## src/rtl/sensor_pkg.sv

```systemverilog
// sensor_pkg
// Shared definitions for the sensor sampling controller: FSM state encoding
// (also exported on state_dbg), default parameter values and a counter-width
// helper.
package sensor_pkg;

   typedef enum logic [1:0] {
      ST_IDLE    = 2'd0,
      ST_SETTLE  = 2'd1,
      ST_CONVERT = 2'd2,
      ST_DONE    = 2'd3
   } state_e;

   localparam int DEF_DATA_W         = 8;
   localparam int DEF_AVG_LOG2       = 2;
   localparam int DEF_SETTLE_CYCLES  = 4;
   localparam int DEF_PERIOD_CYCLES  = 64;
   localparam int DEF_TIMEOUT_CYCLES = 32;
   localparam int DEF_HYST           = 4;

   // Width of a counter that must hold the value n-1 (at least 1 bit).
   function automatic int cnt_w(input int n);
      return (n < 2) ? 1 : $clog2(n);
   endfunction

endpackage

```

## src/rtl/sensor_avg_alarm.sv

```systemverilog
// sensor_avg_alarm
// Burst accumulator, shift-average and hysteretic threshold alarm.
// Ports:
//   clk, rst_n     : clock, async active-low reset
//   accept         : sample strobe; add sample into the accumulator
//   publish        : final sample of a burst (implies accept); publish the
//                    average, pulse avg_valid, update alarm, clear acc
//   discard        : drop the partial burst (clear acc)
//   sample         : raw sample, zero-extended into acc
//   threshold      : alarm set level, used on publish
//   avg_out        : last published average (held)
//   avg_valid      : one-cycle strobe with each publish
//   alarm          : hysteretic alarm level
module sensor_avg_alarm
   import sensor_pkg::*;
#(
   parameter int DATA_W   = DEF_DATA_W,
   parameter int AVG_LOG2 = DEF_AVG_LOG2,
   parameter int HYST     = DEF_HYST
) (
   input  logic              clk,
   input  logic              rst_n,
   input  logic              accept,
   input  logic              publish,
   input  logic              discard,
   input  logic [DATA_W-1:0] sample,
   input  logic [DATA_W-1:0] threshold,
   output logic [DATA_W-1:0] avg_out,
   output logic              avg_valid,
   output logic              alarm
);

   localparam int ACC_W = DATA_W + AVG_LOG2;

   logic [ACC_W-1:0]  acc_q, acc_d, sum;
   logic [DATA_W-1:0] avg_q, avg_d, avg_new;
   logic              avg_valid_q, avg_valid_d;
   logic              alarm_q, alarm_d;
   logic [DATA_W:0]   clr_lvl;
   logic              set_hit, clr_hit;

   always_comb begin
      sum     = acc_q + ACC_W'(sample);
      // Average of the completed burst includes the sample arriving now.
      avg_new = sum[AVG_LOG2 +: DATA_W];
      // Clear level in one extra bit; a borrow means threshold < HYST and
      // the alarm can then never clear.
      clr_lvl = {1'b0, threshold} - (DATA_W+1)'(HYST);
      set_hit = (avg_new >= threshold);
      clr_hit = !clr_lvl[DATA_W] && ({1'b0, avg_new} < clr_lvl);

      acc_d       = acc_q;
      avg_d       = avg_q;
      avg_valid_d = 1'b0;
      alarm_d     = alarm_q;
      if (publish) begin
         acc_d       = '0;
         avg_d       = avg_new;
         avg_valid_d = 1'b1;
         if (set_hit)      alarm_d = 1'b1;
         else if (clr_hit) alarm_d = 1'b0;
      end else if (accept) begin
         acc_d = sum;
      end else if (discard) begin
         acc_d = '0;
      end
   end

   always_ff @(posedge clk or negedge rst_n) begin
      if (!rst_n) begin
         acc_q       <= '0;
         avg_q       <= '0;
         avg_valid_q <= 1'b0;
         alarm_q     <= 1'b0;
      end else begin
         acc_q       <= acc_d;
         avg_q       <= avg_d;
         avg_valid_q <= avg_valid_d;
         alarm_q     <= alarm_d;
      end
   end

   assign avg_out   = avg_q;
   assign avg_valid = avg_valid_q;
   assign alarm     = alarm_q;

endmodule

```

## src/rtl/sensor_sample_ctrl.sv

```systemverilog
// sensor_sample_ctrl
// Periodic burst sampler: IDLE period wait, SETTLE wait, conversion trigger,
// result collection with timeout; after 2^AVG_LOG2 samples the average is
// published and the threshold alarm updated.
// Ports:
//   clk, rst_n   : clock, async active-low reset
//   enable       : allows new bursts to start (does not abort a running one)
//   threshold    : alarm set level
//   sens_data    : raw sample, valid with sens_valid
//   sens_valid   : conversion result strobe
//   sens_start   : one-cycle conversion trigger
//   avg_out      : last published average
//   avg_valid    : one-cycle strobe on avg_out update
//   alarm        : hysteretic alarm
//   timeout_err  : sticky conversion-timeout flag
//   state_dbg    : current FSM state
module sensor_sample_ctrl
   import sensor_pkg::*;
#(
   parameter int DATA_W         = DEF_DATA_W,
   parameter int AVG_LOG2       = DEF_AVG_LOG2,
   parameter int SETTLE_CYCLES  = DEF_SETTLE_CYCLES,
   parameter int PERIOD_CYCLES  = DEF_PERIOD_CYCLES,
   parameter int TIMEOUT_CYCLES = DEF_TIMEOUT_CYCLES,
   parameter int HYST           = DEF_HYST
) (
   input  logic              clk,
   input  logic              rst_n,
   input  logic              enable,
   input  logic [DATA_W-1:0] threshold,
   input  logic [DATA_W-1:0] sens_data,
   input  logic              sens_valid,
   output logic              sens_start,
   output logic [DATA_W-1:0] avg_out,
   output logic              avg_valid,
   output logic              alarm,
   output logic              timeout_err,
   output logic [1:0]        state_dbg
);

   localparam int PCNT_W = cnt_w(PERIOD_CYCLES);
   localparam int SCNT_W = cnt_w(SETTLE_CYCLES);
   localparam int TCNT_W = cnt_w(TIMEOUT_CYCLES);
   localparam int NCNT_W = AVG_LOG2 + 1;

   localparam logic [PCNT_W-1:0] P_LAST    = PCNT_W'(PERIOD_CYCLES - 1);
   localparam logic [SCNT_W-1:0] S_LAST    = SCNT_W'(SETTLE_CYCLES - 1);
   localparam logic [TCNT_W-1:0] T_LAST    = TCNT_W'(TIMEOUT_CYCLES - 1);
   localparam logic [NCNT_W-1:0] N_SAMPLES = NCNT_W'(1 << AVG_LOG2);

   state_e            state_q, state_d;
   logic [PCNT_W-1:0] pcnt_q, pcnt_d;
   logic [SCNT_W-1:0] scnt_q, scnt_d;
   logic [TCNT_W-1:0] tcnt_q, tcnt_d;
   logic [NCNT_W-1:0] ncnt_q, ncnt_d, ncnt_inc;
   logic              sens_start_q, sens_start_d;
   logic              timeout_err_q, timeout_err_d;
   logic              accept, publish, discard;

   always_comb begin
      state_d       = state_q;
      pcnt_d        = pcnt_q;
      scnt_d        = scnt_q;
      tcnt_d        = tcnt_q;
      ncnt_d        = ncnt_q;
      ncnt_inc      = ncnt_q + NCNT_W'(1);
      sens_start_d  = 1'b0;
      timeout_err_d = timeout_err_q;
      accept        = 1'b0;
      publish       = 1'b0;
      discard       = 1'b0;
      case (state_q)
         ST_IDLE: begin
            // Counter parks at its terminal value while disabled so the
            // burst starts as soon as enable returns.
            if (pcnt_q == P_LAST) begin
               if (enable) begin
                  state_d = ST_SETTLE;
                  scnt_d  = '0;
               end
            end else begin
               pcnt_d = pcnt_q + PCNT_W'(1);
            end
         end
         ST_SETTLE: begin
            if (scnt_q == S_LAST) begin
               sens_start_d = 1'b1;
               state_d      = ST_CONVERT;
               tcnt_d       = '0;
            end else begin
               scnt_d = scnt_q + SCNT_W'(1);
            end
         end
         ST_CONVERT: begin
            // A valid on the expiry cycle is accepted, so it is tested first.
            if (sens_valid) begin
               accept = 1'b1;
               ncnt_d = ncnt_inc;
               if (ncnt_inc == N_SAMPLES) begin
                  publish = 1'b1;
                  state_d = ST_DONE;
               end else begin
                  state_d = ST_SETTLE;
                  scnt_d  = '0;
               end
            end else if (tcnt_q == T_LAST) begin
               timeout_err_d = 1'b1;
               discard       = 1'b1;
               ncnt_d        = '0;
               pcnt_d        = '0;
               state_d       = ST_IDLE;
            end else begin
               tcnt_d = tcnt_q + TCNT_W'(1);
            end
         end
         ST_DONE: begin
            ncnt_d  = '0;
            pcnt_d  = '0;
            state_d = ST_IDLE;
         end
         default: state_d = ST_IDLE;
      endcase
   end

   always_ff @(posedge clk or negedge rst_n) begin
      if (!rst_n) begin
         state_q       <= ST_IDLE;
         pcnt_q        <= '0;
         scnt_q        <= '0;
         tcnt_q        <= '0;
         ncnt_q        <= '0;
         sens_start_q  <= 1'b0;
         timeout_err_q <= 1'b0;
      end else begin
         state_q       <= state_d;
         pcnt_q        <= pcnt_d;
         scnt_q        <= scnt_d;
         tcnt_q        <= tcnt_d;
         ncnt_q        <= ncnt_d;
         sens_start_q  <= sens_start_d;
         timeout_err_q <= timeout_err_d;
      end
   end

   sensor_avg_alarm #(
      .DATA_W   (DATA_W),
      .AVG_LOG2 (AVG_LOG2),
      .HYST     (HYST)
   ) u_avg (
      .clk       (clk),
      .rst_n     (rst_n),
      .accept    (accept),
      .publish   (publish),
      .discard   (discard),
      .sample    (sens_data),
      .threshold (threshold),
      .avg_out   (avg_out),
      .avg_valid (avg_valid),
      .alarm     (alarm)
   );

   assign sens_start  = sens_start_q;
   assign timeout_err = timeout_err_q;
   assign state_dbg   = state_q;

endmodule

```

## config.mk

```make
export PLATFORM = sky130hd
export DESIGN_NAME = sensor_sample_ctrl
export DESIGN_NICKNAME = d
export VERILOG_FILES = /design/src/rtl/sensor_pkg.sv /design/src/rtl/sensor_avg_alarm.sv /design/src/rtl/sensor_sample_ctrl.sv
export SDC_FILE = /design/constraint.sdc
export NUM_CORES = 1
export LEC_CHECK = 0
export ABC_CLOCK_PERIOD_IN_PS = 4000
export CAP_MARGIN = 15
export CORE_MARGIN = 5
export CORE_UTILIZATION = 55
export CTS_BUF_LIST = sky130_fd_sc_hd__clkbuf_8 sky130_fd_sc_hd__clkbuf_16
export DETAILED_ROUTE_END_ITERATION = 10
export GPL_TIMING_DRIVEN = 0
export HOLD_SLACK_MARGIN = 0.05
export PLACE_DENSITY = 0.78
export SYNTH_ARGS = -nofsm -noshare
export SYNTH_HDL_FRONTEND = slang
export SYNTH_SLANG_ARGS = --single-unit
```

## constraint.sdc

```tcl
create_clock -name clk -period 4 [get_ports clk]
set_clock_uncertainty 0.1 [all_clocks]
set_input_delay 0.6 -clock clk [delete_from_list [all_inputs] [get_ports clk]]
set_output_delay 0.6 -clock clk [all_outputs]
set_load 0.005 [all_outputs]
```

==> flow_summary_export.csv <==
group,metric,value,unit
grt,grt_pass1_vias,1893,
sta,worst_slew_pin_slew,0.782,ns
grt,gr-total-overflow,0,
logic_synthesis,synth_area,2500,um2
power,switching_share,0.382,
logic_synthesis,ys_ff_latch,40,
drt,drtIter0Drc,104,
logic_synthesis,synth_edf_count,0,
power,p_int,1.14,mW
final_layout,drive_gt1_frac,0.0925,
setup_path,critPathMaxStageDelay,0.44,ns
sta,finalCritPeriodShare,0.944,
clock_tree,postCtsResizedCells,0,
drt,antenna_left,0,
drt,viasPerCell,5.88,
power,seqPwrFrac,0.331,
floorplan,die_w,77.4,um
clock_tree,post_cts_buffers,0,
floorplan,start_util,0.570,
setup_path,worstSetupStartpointType,"primary input",
grt,antenna_found_initial,0,
drt,dr_total_vias,2022,
clock_tree,insertion_delay,0.30,ns
final_layout,layout.nets,340,
place,dpl.hpwl,3830,um
drt,firstDrtPassIters,4,
logic_synthesis,syn_avg_cell_area,9.96,um2
power,peakVddDrop,0.000430,V
setup_path,crit_arrival,3.85,ns
final_layout,diodes,0,
drt,wl_per_cell,14.8,um
sta,rsz0062_at_grt,"no",
setup_path,crit_path_top_delay_cell,"or4_1",
logic_synthesis,yosysWarningCount,0,
setup_path,path_class,"primary input to flop",
clock_tree,clk_path_buf_depth,2,
power,combPwrFrac,0.481,
sta,fin_crit,3.78,ns
clock_tree,clk_pin_slew,0.08,ns
sta,report.final.slew_viol_count,0,
setup_path,cp.required,4.07,ns
clock_tree,htreeDepth,2,
setup_path,worst-path-max-fanout,3,
clock_tree,cts.sinks,40,
logic_synthesis,syn_inst,251,
sta,setup_viol,0,
logic_synthesis,ys.flop_type,"dfrtp_1",
floorplan,core_area,4380,um2
power,power.density,608,nW/um2
clock_tree,cts_tree,"done",
sta,fin_hold_ws,0.166,ns
logic_synthesis,ys_seq_area_frac,0.400,
final_layout,fin_util,0.692,
setup_path,setup.worst_path.end_class,"flop",
floorplan,pin_count,34,
power,power_switching,0.705,mW
logic_synthesis,syn_nets,300,
grt,grt.total_usage,0.177,
min_path,hold_path.class,"primary input to async pin",
power,p_leak,1.42,nW
clock_tree,numCtsBuffers,5,
sta,finalHoldViolCount,0,
floorplan,die_height,77.4,um
sta,max_freq,0.265,GHz
sta,slew_headroom,0.475,
outcome,status,"finished, final reports clean",
place,portBuffers,32,
setup_path,cpLargestDelayFamily,"simple AND/OR/NAND/NOR gates",
clock_tree,cts_root_buf,"clkbuf_8",
floorplan,fp.dieArea,6000,um2
power,p_clk_frac,0.188,
final_layout,area_growth,21.3,%
clock_tree,cts_hold_buffers,0,
place,gp_congestion,0.762,
logic_synthesis,async_flop_share,1.00,
floorplan,fp-row-count,24,
logic_synthesis,synth_cell_type_count,50,
drt,route.detailed.drc,0,
run,cap_violations,0,
grt,grt_start_max_net_pins,41,
drt,wl,5110,um
setup_path,path_cells,"clkdlybuf4s50_1, ha_1, fa_1, a21oi_2, o211ai_1, or4_1, nand2_1, xor2_2, inv_1, ha_1, or3_1, a221o_1, a31oi_1, o211ai_1",
grt,grt_pass1_wl,8800,um
setup_path,crit_buf_inv,2,
routing by layer:
layer  track usage  routed length, um  up-vias
met1         0.253               2460      973
met3        0.0417                220        6
li1              -                  -     1005
met4        0.0464                 61        0
met5             0                  0        -
met2         0.273               2360       38
cells in the final DEF (no fill, tap or decap), drive strengths merged, types with 8 or more instances in the layout:
| cell type | n |
|---|---|
| a21oi | 19 |
| a22o | 9 |
| clkbuf | 9 |
| clkdlybuf4s50 | 31 |
| dfrtp | 40 |
| ha | 28 |
| inv | 18 |
| nand2 | 14 |
| nor2 | 18 |
| nor3 | 8 |
| o21ai | 15 |
| xnor2 | 10 |
per-stage QoR:
step	std cells	instance area (um2)	TNS [ns]	setup WS (ns)	total power [mW]
finish	344	3030	0	0.223	1.85
floorplan	251	2500	0	0.505	1.25
CTS	344	3020	0	0.120	1.85
global route	344	3030	0	0.0241	2.01
global placement	335	2890	-0.169	-0.169	1.45
detailed placement	336	2900	-0.183	-0.183	1.49
synth_stat cells, drive strengths merged, types with 3 or more instances:
cell | count | area [um2]
mux2i | 3 | 30.0
dfrtp | 40 | 1000
nand3 | 6 | 30.0
nor2 | 18 | 67.6
nand2b | 4 | 25.0
nor3 | 8 | 50.1
xnor2 | 10 | 95.1
mux2 | 7 | 78.8
a21oi | 19 | 98.9
ha | 28 | 350
o22ai | 5 | 31.3
inv | 18 | 67.6
o21ai | 15 | 75.1
and3 | 3 | 18.8
or3 | 7 | 43.8
a22o | 9 | 78.8
nand2 | 14 | 52.6
a211oi | 3 | 22.5
clkbuf | 3 | 11.3
final cells by class:
type                       count  area (um2)
sequential                    40        1000
clock buffer                   6        82.6
clock inverter                 2        38.8
multi-input combinational    189        1430
fill                         354        1350
inverter                      18        67.6
buffer                         4        15.0
tap                           52        65.1
timing repair buffer          33         335
sequential cells by signal (all words and copies together), names as in the netlist:
register and flops:
pcnt_q 6, u_avg.alarm 1, u_avg.avg_valid 1, u_avg.acc_q 10, timeout_err 1, ncnt_q 3, state_dbg 2, u_avg.avg_out 8
sens_start 1, tcnt_q 5, scnt_q 2
power by group through the flow:
stage / clock, mW / sequential [mW] / combinational (mW)
after floorplan: 0 / 0.596 / 0.650
after global placement: 0 / 0.608 / 0.840
after detailed placement: 0 / 0.615 / 0.878
after CTS: 0.354 / 0.608 / 0.885
after global routing: 0.371 / 0.630 / 1.01
final: 0.347 / 0.612 / 0.887
logic make-up (layout without fill, tap and decap cells):
| group | Yosys count | count (layout) | share of synthesized area |
|---|---|---|---|
| compound gates | 71 | 71 | 0.196 |
| simple gates | 67 | 67 | 0.134 |
| flops | 40 | 40 | 0.400 |
| fa+ha+maj | 29 | 29 | 0.148 |
| buf+inv | 22 | 63 | 0.0330 |
| xor+xnor | 12 | 12 | 0.0450 |
| mux | 10 | 10 | 0.0435 |
worst paths after layout:
path / startpoint / to / slack, ns / cells after the start
setup / recovery: sens_data[0] / u_avg.alarm / 0.22 / 14
hold / removal: rst_n / tcnt_q[2] / 0.17 / 2
setup reg to reg: u_avg.acc_q[0] / u_avg.alarm / 0.55 / 13
hold reg to reg: u_avg.avg_out[7] / u_avg.avg_out[7] / 0.39 / 1
max in group asynchronous: rst_n / u_avg.avg_out[4] / 3.44 / 2
min in group clk: u_avg.avg_out[7] / u_avg.avg_out[7] / 0.39 / 1
worst reg2reg max path, delay by kind of cell, from the launching register on:
kind,cells,cell delay [ns]
and+or+nand+nor,3,0.90
xor gates and xnor gates,1,0.20
AOI/OAI and AO/OA,5,0.83
adders and majority gates,3,0.85
DFF,1,0.39
buffers and inverters,1,0.06
(Power assumes the default switching activity.)
